[src/rtl/multicycle_control_fsm.sv]
// ---------------------------------------------------------------------------
// multicycle_control_fsm
//
// Control unit for the multi-cycle datapath. Each instruction goes through
// FETCH -> DECODE -> EXEC -> (MEM) -> (WB). The unit drives the datapath mux
// selects, the ALU operation and the memory request lines.
//
// Memory handshake: a request (imem_req / dmem_req) stays high for as long as
// the FSM waits in FETCH / MEM. The matching ack completes the access in the
// same cycle it is seen high. An ack that arrives outside its wait state is
// ignored. If no ack arrives within TIMEOUT cycles, bus_err pulses for one
// cycle and the instruction is abandoned back to FETCH.
//
// Ports
//   clk, reset   rising-edge clock, synchronous active-high reset
//   opcode       instruction[31:26], valid together with imem_ack
//   imem_ack     instruction fetch complete
//   dmem_ack     data access complete
//   imem_req     fetch request
//   dmem_req     data access request, dmem_we = 1 for store
//   ir_write     latch instruction register
//   pc_write     unconditional PC update
//   branch       conditional PC update (gated with ALU zero downstream)
//   jump         select jump target
//   reg_dst      0 = rd, 1 = rt
//   alu_src      0 = register, 1 = sign-extended immediate
//   alu_op       ALU operation
//   mem_to_reg   write-back from memory data
//   reg_write    register-file write enable
//   illegal      1-cycle pulse on unsupported opcode
//   bus_err      1-cycle pulse on ack timeout
//   state        debug view: FETCH=0 DECODE=1 EXEC=2 MEM=3 WB=4
// ---------------------------------------------------------------------------
module multicycle_control_fsm #(
  parameter int                 OPW         = 6,
  parameter int                 ALUOPW      = 6,
  parameter logic [ALUOPW-1:0]  RTYPE_ALUOP = 6'h3F,
  parameter logic [ALUOPW-1:0]  ADD_ALUOP   = 6'h06,
  parameter logic [ALUOPW-1:0]  SUB_ALUOP   = 6'h08,
  parameter int                 TIMEOUT     = 16
) (
  input  logic              clk,
  input  logic              reset,
  input  logic [OPW-1:0]    opcode,
  input  logic              imem_ack,
  input  logic              dmem_ack,
  output logic              imem_req,
  output logic              dmem_req,
  output logic              dmem_we,
  output logic              ir_write,
  output logic              pc_write,
  output logic              branch,
  output logic              jump,
  output logic              reg_dst,
  output logic              alu_src,
  output logic [ALUOPW-1:0] alu_op,
  output logic              mem_to_reg,
  output logic              reg_write,
  output logic              illegal,
  output logic              bus_err,
  output logic [2:0]        state
);

  localparam int CW = $clog2(TIMEOUT + 1);

  typedef enum logic [2:0] {
    FETCH  = 3'd0,
    DECODE = 3'd1,
    EXEC   = 3'd2,
    MEM    = 3'd3,
    WB     = 3'd4
  } state_t;

  typedef enum logic [2:0] {
    C_R, C_IMM, C_BEQ, C_J, C_LW, C_SW, C_ILL
  } op_class_t;

  state_t         state_q, state_d;
  logic [OPW-1:0] op_q;
  logic [CW-1:0]  wait_cnt;
  op_class_t      op_class;
  logic           timeout_hit;

  // Instruction class of the latched opcode.
  always_comb begin
    op_class = C_ILL;
    if      (op_q == OPW'(6'h00)) op_class = C_R;
    else if (op_q == OPW'(6'h06) || op_q == OPW'(6'h07) || op_q == OPW'(6'h08) ||
             op_q == OPW'(6'h09) || op_q == OPW'(6'h0D)) op_class = C_IMM;
    else if (op_q == OPW'(6'h03)) op_class = C_BEQ;
    else if (op_q == OPW'(6'h02)) op_class = C_J;
    else if (op_q == OPW'(6'h23)) op_class = C_LW;
    else if (op_q == OPW'(6'h2B)) op_class = C_SW;
  end

  // This wait cycle would be the TIMEOUT-th without an ack.
  assign timeout_hit = (wait_cnt == CW'(TIMEOUT - 1));

  always_comb begin
    state_d    = state_q;
    imem_req   = 1'b0;
    dmem_req   = 1'b0;
    dmem_we    = 1'b0;
    ir_write   = 1'b0;
    pc_write   = 1'b0;
    branch     = 1'b0;
    jump       = 1'b0;
    reg_dst    = 1'b0;
    alu_src    = 1'b0;
    alu_op     = '0;
    mem_to_reg = 1'b0;
    reg_write  = 1'b0;
    illegal    = 1'b0;
    bus_err    = 1'b0;

    case (state_q)
      FETCH: begin
        imem_req = 1'b1;
        alu_op   = ADD_ALUOP;             // PC + 4
        if (imem_ack) begin
          ir_write = 1'b1;
          pc_write = 1'b1;
          state_d  = DECODE;
        end else if (timeout_hit) begin
          bus_err = 1'b1;
          state_d = FETCH;
        end
      end
      DECODE: begin
        if (op_class == C_ILL) begin
          illegal = 1'b1;
          state_d = FETCH;
        end else begin
          state_d = EXEC;
        end
      end
      EXEC: begin
        case (op_class)
          C_R: begin
            alu_op  = RTYPE_ALUOP;
            state_d = WB;
          end
          C_IMM: begin
            alu_src = 1'b1;
            alu_op  = ALUOPW'(op_q);
            state_d = WB;
          end
          C_LW, C_SW: begin
            alu_src = 1'b1;
            alu_op  = ADD_ALUOP;          // address calculation
            state_d = MEM;
          end
          C_BEQ: begin
            branch  = 1'b1;
            alu_op  = SUB_ALUOP;
            state_d = FETCH;
          end
          C_J: begin
            jump     = 1'b1;
            pc_write = 1'b1;
            state_d  = FETCH;
          end
          default: state_d = FETCH;
        endcase
      end
      MEM: begin
        dmem_req = 1'b1;
        dmem_we  = (op_class == C_SW);
        if (dmem_ack) begin
          state_d = (op_class == C_SW) ? FETCH : WB;
        end else if (timeout_hit) begin
          bus_err = 1'b1;
          state_d = FETCH;
        end
      end
      WB: begin
        reg_write  = 1'b1;
        reg_dst    = (op_class != C_R);
        mem_to_reg = (op_class == C_LW);
        state_d    = FETCH;
      end
      default: state_d = FETCH;
    endcase

    // Everything is quiet while reset is held, whatever the old state was.
    if (reset) begin
      imem_req   = 1'b0;
      dmem_req   = 1'b0;
      dmem_we    = 1'b0;
      ir_write   = 1'b0;
      pc_write   = 1'b0;
      branch     = 1'b0;
      jump       = 1'b0;
      reg_dst    = 1'b0;
      alu_src    = 1'b0;
      alu_op     = '0;
      mem_to_reg = 1'b0;
      reg_write  = 1'b0;
      illegal    = 1'b0;
      bus_err    = 1'b0;
    end
  end

  always_ff @(posedge clk) begin
    if (reset) begin
      state_q  <= FETCH;
      op_q     <= '0;
      wait_cnt <= '0;
    end else begin
      state_q <= state_d;
      if (ir_write) op_q <= opcode;
      // Counter restarts on every state entry, including a FETCH re-entry
      // after a timeout.
      if (state_d != state_q || bus_err)
        wait_cnt <= '0;
      else if (state_q == FETCH || state_q == MEM)
        wait_cnt <= wait_cnt + CW'(1);
    end
  end

  assign state = reset ? 3'd0 : state_q;

endmodule

[config.mk]
export PLATFORM = sky130hd
export DESIGN_NAME = multicycle_control_fsm
export DESIGN_NICKNAME = d
export VERILOG_FILES = /design/src/rtl/multicycle_control_fsm.sv
export SDC_FILE = /design/constraint.sdc
export NUM_CORES = 1
export LEC_CHECK = 0
export CORE_MARGIN = 1.5
export CORE_UTILIZATION = 51
export CTS_CLUSTER_SIZE = 10
export DETAILED_ROUTE_END_ITERATION = 16
export GPL_ROUTABILITY_DRIVEN = 0
export PLACE_DENSITY = 0.84
export SYNTH_ARGS = -nofsm -noshare
export SYNTH_HDL_FRONTEND = slang
export SYNTH_SLANG_ARGS = --single-unit
[constraint.sdc]
create_clock -name clk -period 4.4 [get_ports clk]
set_clock_uncertainty 0.1 [all_clocks]
set_input_delay 0.88 -clock clk [delete_from_list [all_inputs] [get_ports clk]]
set_output_delay 0.88 -clock clk [all_outputs]
set_load 0.01 [all_outputs]
# == After elaboration in Yosys (flattened, before gate mapping) ==
# Index checks and enable logic that the tools add are counted.
# op_classes
add_sub_neg,1
multipliers,0
div,0
n_lt_le_gt_ge,0
eq_ne,21
n_shift,0
n_mux,51
bitwise,0
reduce_logical,14
# ops
operator,count
1-bit 2-to-1 mux,32
3-bit 2-to-1 mux,9
6-bit case mux with 4 select lines,1
6-bit by 4-bit equality test with 1-bit output (second input constant),3
3-bit by 2-bit equality test with 1-bit output (second input constant),4
3-bit equality test (second input constant),4
6-bit by 2-bit equality test with 1-bit output (second input constant),2
6-bit by 3-bit equality test with 1-bit output (second input constant),2
6-bit equality test (second input constant),2
3-bit case mux with 4 select lines,1
6-bit case mux with 2 select lines,1
3-bit by 1-bit equality test with 1-bit output (second input constant),2
3-bit logical NOT,2
6-bit logical NOT,1
1-bit logical OR,6
2-bit 2-to-1 mux,3
6-bit 2-to-1 mux,1
3-bit case mux with 2 select lines,1
2-bit OR reduction,3
5-bit by 1-bit adder with 5-bit output (second input constant),1
5-bit by 4-bit equality test with 1-bit output (second input constant),1
1-bit case mux with 2 select lines,2
3-bit inequality test,1
3-bit nonzero test,1
3-bit OR reduction,1
# word_totals
ff_bits,14
latchBits,0
ram_bits,0
mem_bits_ro,0
inputBits,10
output_inout_bits,22
elab_cells,90
n_memories,0

# == Logic depth before layout (Yosys ltp) ==
# Gate-level depths: netlist of run 1.
# logic_depth
word_depth,14
mapped_depth,7
depth_no_buf,7

# == Worst setup path after synthesis of run 1 ==
# No wires, ideal clock.
# synth_timing
path_type,in2out
start,in reset
end,out mem_to_reg
arrival_ns,1.887
t_required_ns,3.420
path_slack_ns,1.533
stages,4
path_buffers,0
path_cell_list,nor2b_1 > and2b_1 > nand3_1 > nor4b_1
# synth_via
elab_chain_cells,1
# synth_lines
element,line_no,rtl
start: declaration,43,"input logic reset,"
1-bit 2-to-1 mux,186,if (reset) begin
end: declaration,57,"output logic mem_to_reg,"
# No other way between the ends.

# == Final worst setup path of run 1 ==
# layout_timing
start,in imem_ack
end,out pc_write
# layout_via
elab_chain_cells,3
# layout_lines
element,line_no,rtl
start: declaration,45,"input logic imem_ack,"
1-bit 2-to-1 mux,120,if (imem_ack) begin
1-bit case mux with 2 select lines,116,case (state_q)
1-bit 2-to-1 mux,186,
end: declaration,51,"output logic pc_write,"
# No other way between the ends.

==> results.cfg, run 1 <==
[status]
status = completed

[placement]
numPortBuffers = 31
dp.cells = 202
hpwl_mm = 2.214

[sta]
setup_viol = 0
fin_crit_ns = 3.778
slew_headroom = 0.5925
rsz0062_at_grt = no
worst_slew_pin_slew_ns = 0.6096
post-route-period-util = 0.8586
drv_slew = 0
tns_ns = 0
fmax_mhz = 264.7
finalHoldViolCount = 0

[routing]
ant_nets = 0
drc_errors = 0
dr.pass1.iters = 4
drt-wirelength-per-cell_microns = 14.20
via_per_inst = 5.913
vias = 1218
routed_wl_mm = 2.925
drtIter0Drc = 27

[yosys]
synth.net_count = 168
async_flop_share = 0
synth_edf_count = 0
syn_area_sq_um = 1147
avgSynthCellArea_sq_um = 7.355
synth-seq-area-share = 0.2443
ys_types = 47
synth_warnings = 0
ys.flop_type = dfxtp_1
syn_inst = 156
synth-seq-cells = 14

[min_path]
min-delay-path-class = reg -> reg

[clock_tree]
cts_setup_buffers = 0
postCtsHoldBufs = 0
cts_sinks = 14
root_buffer = clkbuf_4
cts_buffers = 3
htreeDepth = 1
clock_path_buffers = 2
clock_latency_ns = 0.27
path_clk_slew_ns = 0.08
ctsResizeCount = 0
cts_tree = yes

[finish]
n_antenna_cell = 0
drive_above_1_share = 0.06704
stdcell_count = 206
layout_commonest_cell = clkdlybuf4s50_1
area_delta_synth_final_pct = 27.92
nets = 192
final_cell_mix = clkdlybuf4s50_1, nand2_1, nor2_1, a21oi_1, dfxtp_1
seqCellArea_sq_um = 280.3
multi_input_area_sq_um = 792.0
fillers = 201

[global_routing]
antenna_found_initial = 0
overflow = 0
grt_pass1_vias = 1123
grt_max_degree = 18
grt_pass1_wl_mm = 5.023
track_usage = 0.2530

[floorplanning]
ios = 32
coreArea_sq_um = 2042
die-area_sq_um = 2543
start_util = 0.5619
die_y_microns = 50.43
rows = 16
die_x_microns = 50.43

[power]
vdd_drop_max_mv = 0.1876
power_density_nw_per_um2 = 231.7
p_leak_nw = 0.5230

[worst_setup_path]
critPathKind = in -> out
arrival_ns = 2.80
start_kind = primary input
crit_path_end_kind = output port
path_max_fanout = 9
crit_required_ns = 3.42

[flow_run]
max-cap-violations = 0
-- sequential cells by signal, indices dropped and copies added, names as in the netlist --
| signal | count |
|---|---|
| op_q | 6 |
| wait_cnt | 5 |
| state_q | 3 |
-- synth_stat cells (3+ instances only) --
cell type	instances	area, sq um
a21oi_1	15	75.07
and2_1	3	18.77
and3_1	4	25.02
buf_2	6	30.03
clkbuf_1	5	18.77
dfxtp_1	14	280.3
nand2_1	18	67.56
nand3_1	3	15.01
nand3b_1	3	22.52
nor2_1	16	60.06
nor2b_1	7	43.79
nor3_1	4	20.02
nor3b_1	3	22.52
nor4_1	4	25.02
nor4b_2	3	45.04
o21ai_0	5	25.02
xnor2_1	4	35.03
-- critical path, cell delays in order --
cell,delay (ns)
clkdlybuf4s50_1,0.50
or4b_1,0.62
a21oi_1,0.23
clkdlybuf4s50_1,0.56
-- path summary, 6_finish.rpt --
check / startpoint / to / slack (ns) / depth (start not counted)
worst min register to register: wait_cnt[1]$_SDFFE_PP0N_ / wait_cnt[1]$_SDFFE_PP0N_ / 0.42 / 2
worst min-delay path: wait_cnt[1]$_SDFFE_PP0N_ / wait_cnt[1]$_SDFFE_PP0N_ / 0.42 / 2
worst max-delay path: imem_ack / pc_write / 0.62 / 4
worst max register to register: wait_cnt[0]$_SDFFE_PP0N_ / wait_cnt[4]$_SDFFE_PP0N_ / 2.43 / 6
-- routing by layer --
metal | track usage | share of wire | vias up
met5 | 0 | 0 | -
li1 | - | - | 605
met2 | 0.4211 | 0.47 | 51
met4 | 0.05856 | 0.0085 | 0
met1 | 0.3482 | 0.47 | 558
met3 | 0.03274 | 0.057 | 4
-- area by class of cell --
| cell class | instances | share of cell area |
|---|---|---|
| Clock buffer | 4 | 0.02472 |
| Inverter | 2 | 0.005115 |
| Multi-Input combinational cell | 127 | 0.5396 |
| Sequential cell | 14 | 0.1910 |
| Tap cell | 27 | 0.02302 |
| Timing Repair Buffer | 32 | 0.2165 |
-- report_power, final --
part / total, mW / internal, mW / switching, mW / leakage, nW
combinational: 0.0917 / 0.0466 / 0.0451 / 0.388
clock: 0.0928 / 0.0502 / 0.0426 / 0.0210
sequential: 0.156 / 0.134 / 0.0212 / 0.114
total: 0.340 / 0.231 / 0.109 / 0.523
-- logic make-up after synthesis --
logic type      after synthesis  synth area share
xor+xnor                      5           0.03817
compound gates               35            0.1952
simple gates                 85            0.4351
buf+inv                      15           0.06544
fa+ha+maj                     2           0.02181
flops                        14            0.2443
-- metrics by stage --
step	hold slack, ns	power (mW)	instance area [sq um]	util	worst slack [ns]
4_1_cts	0.4248	0.3402	1468	0.7188	0.6122
6_report	0.4222	0.3400	1468	0.7188	0.6221
2_1_floorplan	0.3709	0.2157	1147	-	1.533
5_1_grt	0.4812	0.3607	1468	0.7188	0.4739
3_3_place_gp	0.3870	0.2447	1431	0.7010	0.6554
3_5_place_dp	0.4060	0.2488	1431	0.7010	0.6167
Note: power is estimated with default switching activity, not from simulation.
==> run 2: changes to the inputs <==
--- a/config.mk
+++ b/config.mk
@@ -10,7 +10,9 @@
 export CTS_CLUSTER_SIZE = 10
 export DETAILED_ROUTE_END_ITERATION = 16
 export GPL_ROUTABILITY_DRIVEN = 0
+export HOLD_SLACK_MARGIN = 0.05
 export PLACE_DENSITY = 0.84
+export RECOVER_POWER = 25
 export SYNTH_ARGS = -nofsm -noshare
 export SYNTH_HDL_FRONTEND = slang
 export SYNTH_SLANG_ARGS = --single-unit
==> run 2 against run 1 <==
Cell count did not move. Via count fell by 0.49%. Core utilization fell by 0.31 points. Sequential cell count did not move. Power fell by 0.58%. Critical path type unchanged. Register-to-register slack got worse by 0.19 ns. Sequential power barely moved. Sequential share of layout area rose by 0.082 points. Global-route usage did not move. Non-clock buffer count did not move. Wire length fell by 1.2%. Hold slack barely moved.
==> results.cfg, run 2 (synthesis gave the netlist of run 1 again) <==
[worst_setup_path]
path_max_fanout = 6
arrival_ns = 2.89
crit_path_end_kind = output port
start_kind = primary input
crit_required_ns = 3.42
critPathKind = in -> out

[sta]
fin_crit_ns = 3.866
finalWorstSetupSlack_ns = 0.5345
slew_headroom = 0.2720
setup_viol = 0
finalHoldViolCount = 0
hold_slack_ns = 0.4225
rsz0062_at_grt = no
worst_slew_pin_slew_ns = 1.077
tns_ns = 0
drv_slew = 0
fmax_mhz = 258.7
post-route-period-util = 0.8785

[finish]
top_register = op_q
largest_register_ffs = 6
layout_commonest_cell = clkdlybuf4s50_1
final_cell_mix = clkdlybuf4s50_1, nand2_1, nor2_1, a21oi_1, dfxtp_1
reg.largest.list = op_q (6), wait_cnt (5), state_q (3)
nets = 192
area_delta_synth_final_pct = 27.37
fillers = 202
n_antenna_cell = 0
drive_above_1_share = 0.06145

[clock_tree]
clock_latency_ns = 0.27
cts_buffers = 3
root_buffer = clkbuf_4
cts_tree = yes
path_clk_slew_ns = 0.08
htreeDepth = 1
postCtsHoldBufs = 0
cts_setup_buffers = 0
cts_sinks = 14
ctsResizeCount = 0
clock_path_buffers = 2

[global_routing]
overflow = 0
grt_pass1_vias = 1123
track_usage = 0.2530
grt_pass1_wl_mm = 5.023
grt_max_degree = 18
antenna_found_initial = 0

[power]
p_leak_nw = 0.5212
power_mw = 0.3381
power_density_nw_per_um2 = 231.3
vdd_drop_max_mv = 0.1872

[floorplanning]
die-area_sq_um = 2543
coreArea_sq_um = 2042
rows = 16
die_y_microns = 50.43
die_x_microns = 50.43
start_util = 0.5619
ios = 32

[routing]
routed_wl_mm = 2.890
drt-wirelength-per-cell_microns = 14.03
dr.pass1.iters = 4
drc_errors = 0
drtIter0Drc = 29
ant_nets = 0
vias = 1212
via_per_inst = 5.883

[flow_run]
max-cap-violations = 0

[placement]
hpwl_mm = 2.214
place_ws_ns = 0.6167
numPortBuffers = 31

[status]
status = completed

[min_path]
min-delay-path-class = reg -> reg
-- run 2: report_power, final --
group | internal [mW] | total (mW) | switching [mW]
Clock | 0.0502 | 0.0920 | 0.0418
Sequential | 0.134 | 0.155 | 0.0210
Combinational | 0.0459 | 0.0908 | 0.0449
Total | 0.230 | 0.338 | 0.108
-- run 2: through the flow --
stage	std cells	area [sq um]	util
6_report	206	1461	0.7157
5_1_grt	206	1461	0.7157
4_1_cts	206	1468	0.7188
3_5_place_dp	202	1431	0.7010
3_3_place_gp	202	1431	0.7010
2_1_floorplan	156	1147	-
-- run 2: layer usage --
layer | part of all wire | global-route usage | up-vias
met2 | 0.48 | 0.4211 | 50
met3 | 0.055 | 0.03274 | 2
met5 | 0 | 0 | -
met1 | 0.46 | 0.3482 | 557
met4 | 0.0059 | 0.05856 | 0
li1 | - | - | 603
-- run 2: layout make-up --
type	instances	area, sq um	share of cell area
Clock buffer	4	36.28	0.02483
Multi-Input combinational cell	127	785.8	0.5377
Sequential cell	14	280.3	0.1918
Tap cell	27	33.78	0.02312
Inverter	2	7.507	0.005137
Timing Repair Buffer	32	317.8	0.2175
-- run 2: path summary, 6_finish.rpt --
check | startpoint | end | slack (ns) | cells past startpoint
hold / removal | wait_cnt[1]$_SDFFE_PP0N_ | wait_cnt[1]$_SDFFE_PP0N_ | 0.42 | 2
setup / recovery | reset | alu_op[4] | 0.53 | 6
setup reg to reg | state_q[2]$_SDFF_PP0_ | wait_cnt[0]$_SDFFE_PP0N_ | 2.24 | 4
hold reg to reg | wait_cnt[1]$_SDFFE_PP0N_ | wait_cnt[1]$_SDFFE_PP0N_ | 0.42 | 2
-- run 2: critical path: stages --
cell and delay, ns:
dlygate4sd3_1 0.63, nor4b_2 0.39, nand2_1 0.13, a21o_1 0.20
a21oi_1 0.11, clkdlybuf4s50_1 0.54
==> run 3: changes to the inputs <==
--- a/config.mk
+++ b/config.mk
@@ -5,7 +5,6 @@
 export SDC_FILE = /design/constraint.sdc
 export NUM_CORES = 1
 export LEC_CHECK = 0
-export CORE_MARGIN = 1.5
 export CORE_UTILIZATION = 51
 export CTS_CLUSTER_SIZE = 10
 export DETAILED_ROUTE_END_ITERATION = 16
==> run 3 against run 2 <==
Register-to-register slack got worse by 0.05 ns. Cell count is 0.49% lower. Setup slack got worse by 0.081 ns. Maximum frequency fell by 2.0%. Sequential power is essentially flat. Clock power fell by 22%. Largest power group unchanged.
==> results.cfg, run 3 (synthesis gave the netlist of run 1 again) <==
[status]
status = completed

[finish]
multi_input_area_sq_um = 785.8
layout_commonest_cell = clkdlybuf4s50_1
area_delta_synth_final_pct = 25.84
seqCellArea_sq_um = 280.3
top_register = op_q
reg.largest.list = op_q (6), wait_cnt (5), state_q (3)
nets = 192
n_antenna_cell = 0
stdcell_count = 205
fillers = 203
largest_register_ffs = 6
final_cell_mix = clkdlybuf4s50_1, nand2_1, nor2_1, a21oi_1, dfxtp_1
drive_above_1_share = 0.05056

[power]
swShare = 0.3327
power_frac_clock = 0.226
p_leak_nw = 0.5106
power_mw = 0.3167
seqPwrFrac = 0.489
p_switching_mw = 0.1054
combPwrFrac = 0.285
vdd_drop_max_mv = 0.2091
power_density_nw_per_um2 = 219.3
internal_power_mw = 0.2113

[sta]
tns_ns = 0
setup_viol = 0
slew_headroom = 0.2286
worst_slew_pin_slew_ns = 1.141
drv_slew = 0
fmax_mhz = 253.4
post-route-period-util = 0.8969
finalHoldViolCount = 0
rsz0062_at_grt = no
fin_crit_ns = 3.946
hold_slack_ns = 0.4153

[clock_tree]
htreeDepth = 1
root_buffer = clkbuf_4
cts_setup_buffers = 0
cts_tree = yes
cts_buffers = 3
postCtsHoldBufs = 0
cts_sinks = 14
path_clk_slew_ns = 0.07
ctsResizeCount = 0
clock_path_buffers = 2
clock_latency_ns = 0.28

[worst_setup_path]
crit_path_end_kind = output port
reg2reg_from = state_q[0]$_SDFF_PP0_
path_max_fanout = 15
rrSetupSlack_ns = 2.19
critPathKind = in -> out
slowest_stage = dlygate4sd3_1
crit_path_cell_trace = dlygate4sd3_1 -> clkbuf_1 -> or3_1 -> a31oi_1 -> clkdlybuf4s50_1
crit_family = buffers and inverters
r2r_cells = 4
crit_required_ns = 3.42
arrival_ns = 2.97
cp_num_buf_inv = 3
max_stage_delay_ns = 0.58
start_kind = primary input
r2r-end = wait_cnt[0]$_SDFFE_PP0N_

[global_routing]
grt_pass1_wl_mm = 5.057
grt_pass1_vias = 1139
overflow = 0
grt_max_degree = 18
antenna_found_initial = 0
track_usage = 0.2604

[routing]
dr.pass1.iters = 4
ant_nets = 0
via_per_inst = 5.907
drt-wirelength-per-cell_microns = 13.71
vias = 1211
drtIter0Drc = 38
routed_wl_mm = 2.810
drc_errors = 0

[floorplanning]
ios = 32
start_util = 0.5619
rows = 16
die_y_microns = 49.43
die-area_sq_um = 2443
die_x_microns = 49.43
coreArea_sq_um = 2042

[min_path]
min_path_cells = 2
min-delay-path-class = reg -> reg
hold_end = wait_cnt[1]$_SDFFE_PP0N_
worstHoldStart = wait_cnt[1]$_SDFFE_PP0N_

[placement]
hpwl_mm = 2.148
dp.cells = 202
numPortBuffers = 31

[flow_run]
max-cap-violations = 0
-- run 3: changes by cell type in the layout (fill, tap and decap cells not counted) --
cell / before / now
dlygate4sd3_1: 2 / 3
clkbuf_1: 0 / 1
clkdlybuf4s50_1: 29 / 28
clkbuf_8: 1 / 0
buf_4: 1 / 0
-- run 3: cell type report --
class | count | area share
repair buffers | 32 | 0.2175
flip-flops and latches | 14 | 0.1941
inverters | 2 | 0.005199
multi-input cells | 127 | 0.5442
well taps | 27 | 0.02340
clock buffers | 3 | 0.01560
-- run 3: how the worst max path moves through the flow --
stage / startpoint / end / slack [ns] / cells past startpoint
final: reset / alu_op[2] / 0.45 / 5
after global routing: reset / alu_op[2] / 0.34 / 5
after CTS: imem_ack / ir_write / 0.68 / 4
after detailed placement: reset / alu_op[4] / 0.70 / 6
after global placement: imem_ack / pc_write / 0.73 / 4
after floorplan: reset / mem_to_reg / 1.53 / 4
-- run 3: metrics by stage --
stage | setup WS [ns] | instance area [sq um] | util
after detailed placement | 0.6952 | 1431 | 0.7010
final | 0.4537 | 1444 | 0.7071
after global placement | 0.7267 | 1431 | 0.7010
after floorplan | 1.533 | 1147 | -
after global routing | 0.3431 | 1444 | 0.7071
after CTS | 0.6799 | 1454 | 0.7120
-- run 3: power groups by stage --
| stage | Combinational [mW] | Sequential [mW] | Clock, mW |
|---|---|---|---|
| after CTS | 0.0917 | 0.154 | 0.0745 |
| after global placement | 0.0883 | 0.157 | 0 |
| final | 0.0904 | 0.155 | 0.0714 |
| after detailed placement | 0.0911 | 0.158 | 0 |
| after global routing | 0.103 | 0.158 | 0.0788 |
| after floorplan | 0.0726 | 0.143 | 0 |
-- run 3: tightest hold or removal path: stages, from the launching register on --
cell and delay (ns):
dfxtp_1 0.33, o21ai_0 0.08, a21oi_1 0.07
-- run 3: per-layer routing --
metal	track usage	routed length, microns	share of wire	up-vias
met2	0.4452	1344	0.48	38
li1	-	-	-	609
met1	0.3478	1288	0.46	560
met3	0.05296	159	0.057	4
met5	0	0	0	-
met4	0.02381	19	0.0068	0
